$ cat config.mk
export PLATFORM = sky130hd
export DESIGN_NAME = round_robin_mux_arbiter
export DESIGN_NICKNAME = d
export VERILOG_FILES = /design/src/rtl/round_robin_mux_arbiter.sv
export SDC_FILE = /design/constraint.sdc
export NUM_CORES = 1
export LEC_CHECK = 0
export ABC_AREA = 1
export CAP_MARGIN = 20
export CORE_AREA = 2 2 234 236
export CTS_CLUSTER_DIAMETER = 30
export DETAILED_ROUTE_END_ITERATION = 10
export DIE_AREA = 0 0 236 238
export DONT_BUFFER_PORTS = 1
export GPL_TIMING_DRIVEN = 1
export MAX_ROUTING_LAYER = met4
export SKIP_CTS_REPAIR_TIMING = 1
export SKIP_LAST_GASP = 1
export SYNTH_ARGS = -nofsm -noshare
export SYNTH_HDL_FRONTEND = slang
export SYNTH_SLANG_ARGS = --single-unit
export TNS_END_PERCENT = 100
$ cat constraint.sdc
create_clock -name clk_i -period 3.59 [get_ports clk_i]
set_input_delay 0.359 -clock clk_i [delete_from_list [all_inputs] [get_ports clk_i]]
set_output_delay 0.359 -clock clk_i [all_outputs]
set_load 0.03 [all_outputs]
$ cat src/rtl/round_robin_mux_arbiter.sv
// rtl/round_robin_mux_arbiter.sv - round-robin 8:1 arbiter with data mux; optional grant watchdog under ARB_WATCHDOG_EN
module round_robin_mux_arbiter #(
  parameter int INPUT_LENGTH   = 64,
  parameter int INPUT_WIDTH    = 8,
  parameter int SELECT_WIDTH   = $clog2(INPUT_WIDTH),
  parameter int TIMEOUT_CYCLES = 16
) (
  input  logic                                clk_i,
  input  logic                                reset_n_i,
  input  logic [INPUT_WIDTH-1:0]              requests_i,
  input  logic [INPUT_WIDTH*INPUT_LENGTH-1:0] inputs_i,
  input  logic                                ready_i,
  output logic [INPUT_WIDTH-1:0]              grants_o,
  output logic [SELECT_WIDTH-1:0]             selects_o,
  output logic [INPUT_LENGTH-1:0]             outputs_o,
  output logic                                valid_o,
  output logic                                timeout_o
);

  typedef enum logic {IDLE, GRANT} state_t;

  state_t                  state, state_next;
  logic [SELECT_WIDTH-1:0] ptr, ptr_next;
  logic [SELECT_WIDTH-1:0] sel_next;
  logic [INPUT_WIDTH-1:0]  grants_next;
  logic [SELECT_WIDTH-1:0] pick, scan_idx;
  logic                    found;
  logic                    timeout_next;

`ifdef ARB_WATCHDOG_EN
  localparam int WD_W = $clog2(TIMEOUT_CYCLES + 1);
  logic [WD_W-1:0] wd, wd_next;
`endif

  // First set request at or above ptr, wrapping past the top requester.
  always_comb begin
    found    = 1'b0;
    pick     = ptr;
    scan_idx = ptr;
    for (int i = 0; i < INPUT_WIDTH; i++) begin
      scan_idx = ptr + SELECT_WIDTH'(i);
      if (!found && requests_i[scan_idx]) begin
        found = 1'b1;
        pick  = scan_idx;
      end
    end
  end

  // Next-state logic: arbitrate in IDLE, hold the grant until transfer, abort or watchdog.
  always_comb begin
    state_next   = state;
    ptr_next     = ptr;
    sel_next     = selects_o;
    grants_next  = grants_o;
    timeout_next = 1'b0;
`ifdef ARB_WATCHDOG_EN
    wd_next      = wd;
`endif
    case (state)
      IDLE: begin
        grants_next = '0;
        if (found) begin
          state_next  = GRANT;
          sel_next    = pick;
          grants_next = INPUT_WIDTH'(1) << pick;
`ifdef ARB_WATCHDOG_EN
          wd_next     = '0;
`endif
        end
      end
      GRANT: begin
        // Ready wins over a simultaneous request drop, so both end as a transfer.
        if (ready_i || !requests_i[selects_o]) begin
          state_next  = IDLE;
          ptr_next    = selects_o + SELECT_WIDTH'(1);
          grants_next = '0;
        end
`ifdef ARB_WATCHDOG_EN
        else if (wd == WD_W'(TIMEOUT_CYCLES - 1)) begin
          state_next   = IDLE;
          ptr_next     = selects_o + SELECT_WIDTH'(1);
          grants_next  = '0;
          timeout_next = 1'b1;
        end else begin
          wd_next = wd + WD_W'(1);
        end
`endif
      end
      default: state_next = IDLE;
    endcase
  end

  // State, pointer and registered grant outputs.
  always_ff @(posedge clk_i) begin
    if (!reset_n_i) begin
      state     <= IDLE;
      ptr       <= '0;
      selects_o <= '0;
      grants_o  <= '0;
    end else begin
      state     <= state_next;
      ptr       <= ptr_next;
      selects_o <= sel_next;
      grants_o  <= grants_next;
    end
  end

`ifdef ARB_WATCHDOG_EN
  // Watchdog counter and one-cycle revocation pulse.
  always_ff @(posedge clk_i) begin
    if (!reset_n_i) begin
      wd        <= '0;
      timeout_o <= 1'b0;
    end else begin
      wd        <= wd_next;
      timeout_o <= timeout_next;
    end
  end
`else
  assign timeout_o = timeout_next;
`endif

  assign valid_o   = (state == GRANT);
  assign outputs_o = valid_o ? inputs_i[selects_o*INPUT_LENGTH +: INPUT_LENGTH] : '0;

endmodule

Word-level counts from Yosys, hierarchy flattened
Cells that the tools add are included.
Word-level totals
  register bits after elaboration: 15
  input bits: 523
  output and inout port bits: 77
  word-level logic and storage cells: 83
Cells by class
  add/subtract/negate cells: 8
  magnitude comparators: 9
  eq/ne operators: 1
  shift-type cells: 2
  muxes and demuxes: 40
  bitwise gates (word level): 1
  reductions and logical operators: 18
Operators with widths (count)
  512-bit by 10-bit variable part select with 64-bit output: 1
  64-bit two-way mux: 1
  3-bit by 4-bit less-than comparator with 1-bit output (second input constant): 9
  1-bit binary-select mux with 3-bit select: 9
  3-bit two-way mux: 7
  1-bit two-way mux: 19
  8-bit two-way mux: 2
  8-bit one-hot mux with 2 select lines: 1
  3-bit adder (second input constant): 4
  1-bit logical NOT: 8
  1-bit by 3-bit << shifter with 8-bit output (first input constant): 1
  1-bit logical AND: 7
  3-bit by 1-bit adder with 3-bit output (second input constant): 2
  3-bit by 2-bit adder with 3-bit output (second input constant): 2
  2-bit AND reduction: 2
  2-bit by 1-bit inequality test with 1-bit output (second input constant): 1
  1-bit one-hot mux with 2 select lines: 1
  1-bit logical OR: 1
  1-bit NOT: 1

Logic depth before layout (Yosys ltp)
  depth after elaboration: 27
  depth in mapped cells: 22
  depth with buffers taken out: 20

Least setup slack after synthesis
OpenSTA, ideal clock, no wires.
  path kind: register to output
  start point: register selects_o[0]
  end point: output outputs_o[4]
  arrival time: 2.448 ns
  data required time: 3.231 ns
  slack: 0.783 ns
  cell stages (with the launch flop): 9
  path buffers: 4
  cell sequence: dfxtp_1 -> clkbuf_1 -> clkbuf_1 -> clkbuf_1 -> clkbuf_1 -> nor2_1 -> nor2_1 -> o21ai_0 -> a31oi_1
Between the ends
  longest elaborated chain between the ends: 2
RTL lines
  start, declared: line 14  | output logic [SELECT_WIDTH-1:0] selects_o,
  start signal, assigned: line 103  | selects_o <= sel_next;
  512-bit by 10-bit variable part select with 64-bit output: line 124  | assign outputs_o = valid_o ? inputs_i[selects_o*INPUT_LENGTH +: INPUT_LENGTH] : '0;
  64-bit two-way mux: line 124
  end, declared: line 15  | output logic [INPUT_LENGTH-1:0] outputs_o,
Every way passes these cells.

Worst setup path in the final report
  start point: register selects_o[1]
  end point: output outputs_o[21]
Same word-level chain as after synthesis.

==> out/qor.yml <==
worst_setup_path:
  crit_fanout: 98
  path_cells: "buf_12 > o21ai_0 > o22ai_1 > o21ai_0 > a31oi_1 > buf_4"
  crit_family: "compound AO/OA/AOI/OAI gates"
  cp_slowest_cell: "dfxtp_4"
  crit_required_ps: 3230
  start_kind: "flip-flop"
  crit_top_cell: "o21ai_0"
  cpPeakStageDelay_ps: 540
  path_class: "flip-flop to output port"
  crit_path_end_kind: "output port"
  path_buf_inv: 2
  cp_data_arrival_time_ps: 2650
yosys:
  synth-main-ff-cell: "dfxtp_1"
  yosysSeqAreaShare_pct: 5.13
  synth_area_mm2: 0.00585
  avgSynthCellArea_um2: 4.94
  synthArstFlopShare_pct: 0
  synth_top_family_by_area: "compound AO/OA/AOI/OAI gates"
  synth-simple-area-share_pct: 39.3
  synth-xor-area-share_pct: 0.855
  synth_top_area_share_pct: 28.2
  ys_types: 38
  synth_fa_ha_area_share_pct: 0.641
  yosys-mux-area-fraction_pct: 0
  synth_common_cells: "396 x nor2_1, 330 x o21ai_0, 92 x clkbuf_1"
  synth.area.top_cells: "o21ai_0 28%, nor2_1 25%, o22ai_1 7.1%"
  yosysMostFrequentCell: "nor2_1"
  ys_ff_latch: 15
  syn_inst: 1186
  syn_nets: 1712
  synth_warnings: 0
  synth_compound_area_share_pct: 44.8
  synth_edf_count: 0
  yosys.area.top_type: "o21ai_0"
sta:
  finalCritPeriodShare_pct: 83.7
  slew_viol_final: 0
  skew_ps: 3.61
  setup_viol: 0
  rsz0062_at_grt: "no"
  setup_tns_ps: 0
  finalCriticalPeriod_ps: 3000
  worstMarginPinSlew_ps: 759
  relSlewSlack_pct: 49.1
  fmax_mhz: 333
  finalHoldViolations: 0
global_route:
  grt_max_degree: 99
  grt_pass1_wl_mm: 50.6
  grt.overflow.total: 0
  antenna_found_initial: 16
  grt_pass1_vias: 7621
  track_usage_pct: 12.3
clock_tree:
  cts_tree: "done"
  clk_pin_slew_ps: 50
  insertion_delay_ps: 250
  htreeDepth: 1
  cts_buffer_depth: 2
  clockRootBuffer: "clkbuf_16"
  cts_buffers: 3
  cts_num_sinks: 15
hold_path:
  hold_path_class: "primary input to flip-flop"
cells_and_area:
  n_fill_cell: 6292
  final_cells: 1888
  area_delta_synth_final_pct: 23.2
  drive_gt1_share_pct: 13.4
  nNetsFinal: 1705
floorplan:
  ioPinCount: 600
  initial_utilization_pct: 10.9
  coreArea_mm2: 0.0535
  die_w_um: 236
  die_area_mm2: 0.0562
  rows: 85
  die_h_um: 238
pwr:
  p_leak_nw: 2.58
  worst_ir_drop_vdd_v: 0.000315
  powerDensity_mw_per_mm2: 771
place:
  dp.cells: 1870
  routabilityCongestion: 1.00
  port-buffer-count: 0
  dp_hpwl_mm: 30.2
detailed_routing:
  wl_per_cell_um: 19.7
  drc_errors: 0
  drtIter0Drc: 859
  avgViaCountPerCell: 4.70
  antenna_left: 0
  routed_wl_mm: 37.1
  firstDrtPassIters: 6
  via_count: 8876
outcome:
  status: "finished clean"
job:
  drv_cap: 0
-- through the flow --
step                      total power [mW]  utilization (%)  hold slack, ps  worst slack (ps)  cell area (µm²)
after floorplan                       3.67                -             497               783             5850
after global placement                5.29             13.3             496               774             7100
after detailed placement              5.30             13.3             500               750             7100
after CTS                             5.54             13.4             241               676             7180
after global routing                  6.03             13.5             253               280             7210
final                                 5.56             13.5             252               586             7210
-- final timing paths --
kind	startpoint	endpoint	slack, ps	cells after the start
worst max-delay path	selects_o[1]$_SDFFE_PN0P_	outputs_o[21]	590	6
worst min-delay path	reset_n_i	selects_o[2]$_SDFFE_PN0P_	250	2
worst min register to register	ptr[1]$_SDFFE_PN0P_	ptr[1]$_SDFFE_PN0P_	620	2
worst max register to register	ptr[0]$_SDFFE_PN0P_	grants_o[1]$_SDFFE_PN0P_	700	17
-- final cells by class --
cell class / count / area, µm² / share of cell area, %
inverter: 23 / 98.8 / 1.37
multi-input combinational: 1036 / 5010 / 69.5
antenna: 14 / 35.0 / 0.486
clock buffer: 3 / 75.1 / 1.04
tap: 696 / 871 / 12.1
timing repair buffer: 100 / 801 / 11.1
sequential: 15 / 312 / 4.32
clock inverter: 1 / 5.00 / 0.0694
-- kinds of logic (layout without fill, tap and decap cells) --
group                      after synthesis  count (layout)
DFF                                     15              15
buffers and inverters                  135             127
adders and majority gates                3               3
other                                    1              15
and+or+nand+nor                        543             543
AOI/OAI and AO/OA                      485             485
xor gates and xnor gates                 4               4
-- flip-flops by register name, summed over array words and instances (netlist names) --
name,count
grants_o,8
selects_o,3
valid_o,1
ptr,3
-- cell usage in the layout, fill, tap and decap left out, types with 2 or more instances in the layout --
cell / netlist / final
nor2_1: 396 / 396
nand3_1: 38 / 38
buf_12: 0 / 4
nand4_1: 4 / 4
nor2_4: 2 / 2
diode_2: 0 / 14
ha_1: 3 / 3
a21oi_1: 17 / 17
nor2_2: 2 / 2
clkbuf_16: 0 / 3
o21ai_1: 4 / 5
a31oi_1: 64 / 64
inv_4: 1 / 3
o21ai_0: 330 / 329
nand3_2: 7 / 7
a21oi_2: 2 / 2
o22ai_1: 66 / 66
dfxtp_1: 15 / 12
dfxtp_4: 0 / 3
nand2_1: 70 / 70
nand2_2: 13 / 13
buf_4: 2 / 96
nand3_4: 3 / 3
nand2_4: 4 / 4
inv_1: 13 / 11
inv_2: 7 / 7
-- per-layer routing --
layer | track usage [%] | part of all wire, % | wire length, µm
met5 | - | 0 | 0
met4 | 3.20 | 2.6 | 979
met3 | 2.92 | 10 | 3760
met2 | 19.2 | 46 | 16900
met1 | 15.8 | 42 | 15500
-- report_power, final --
part | total (mW) | switching (mW) | leakage (nW) | internal, mW
clock network | 0.220 | 0.0713 | 0.0410 | 0.149
registers | 0.398 | 0.181 | 0.125 | 0.216
logic | 4.94 | 3.44 | 2.41 | 1.50
(Power assumes the default switching activity.)
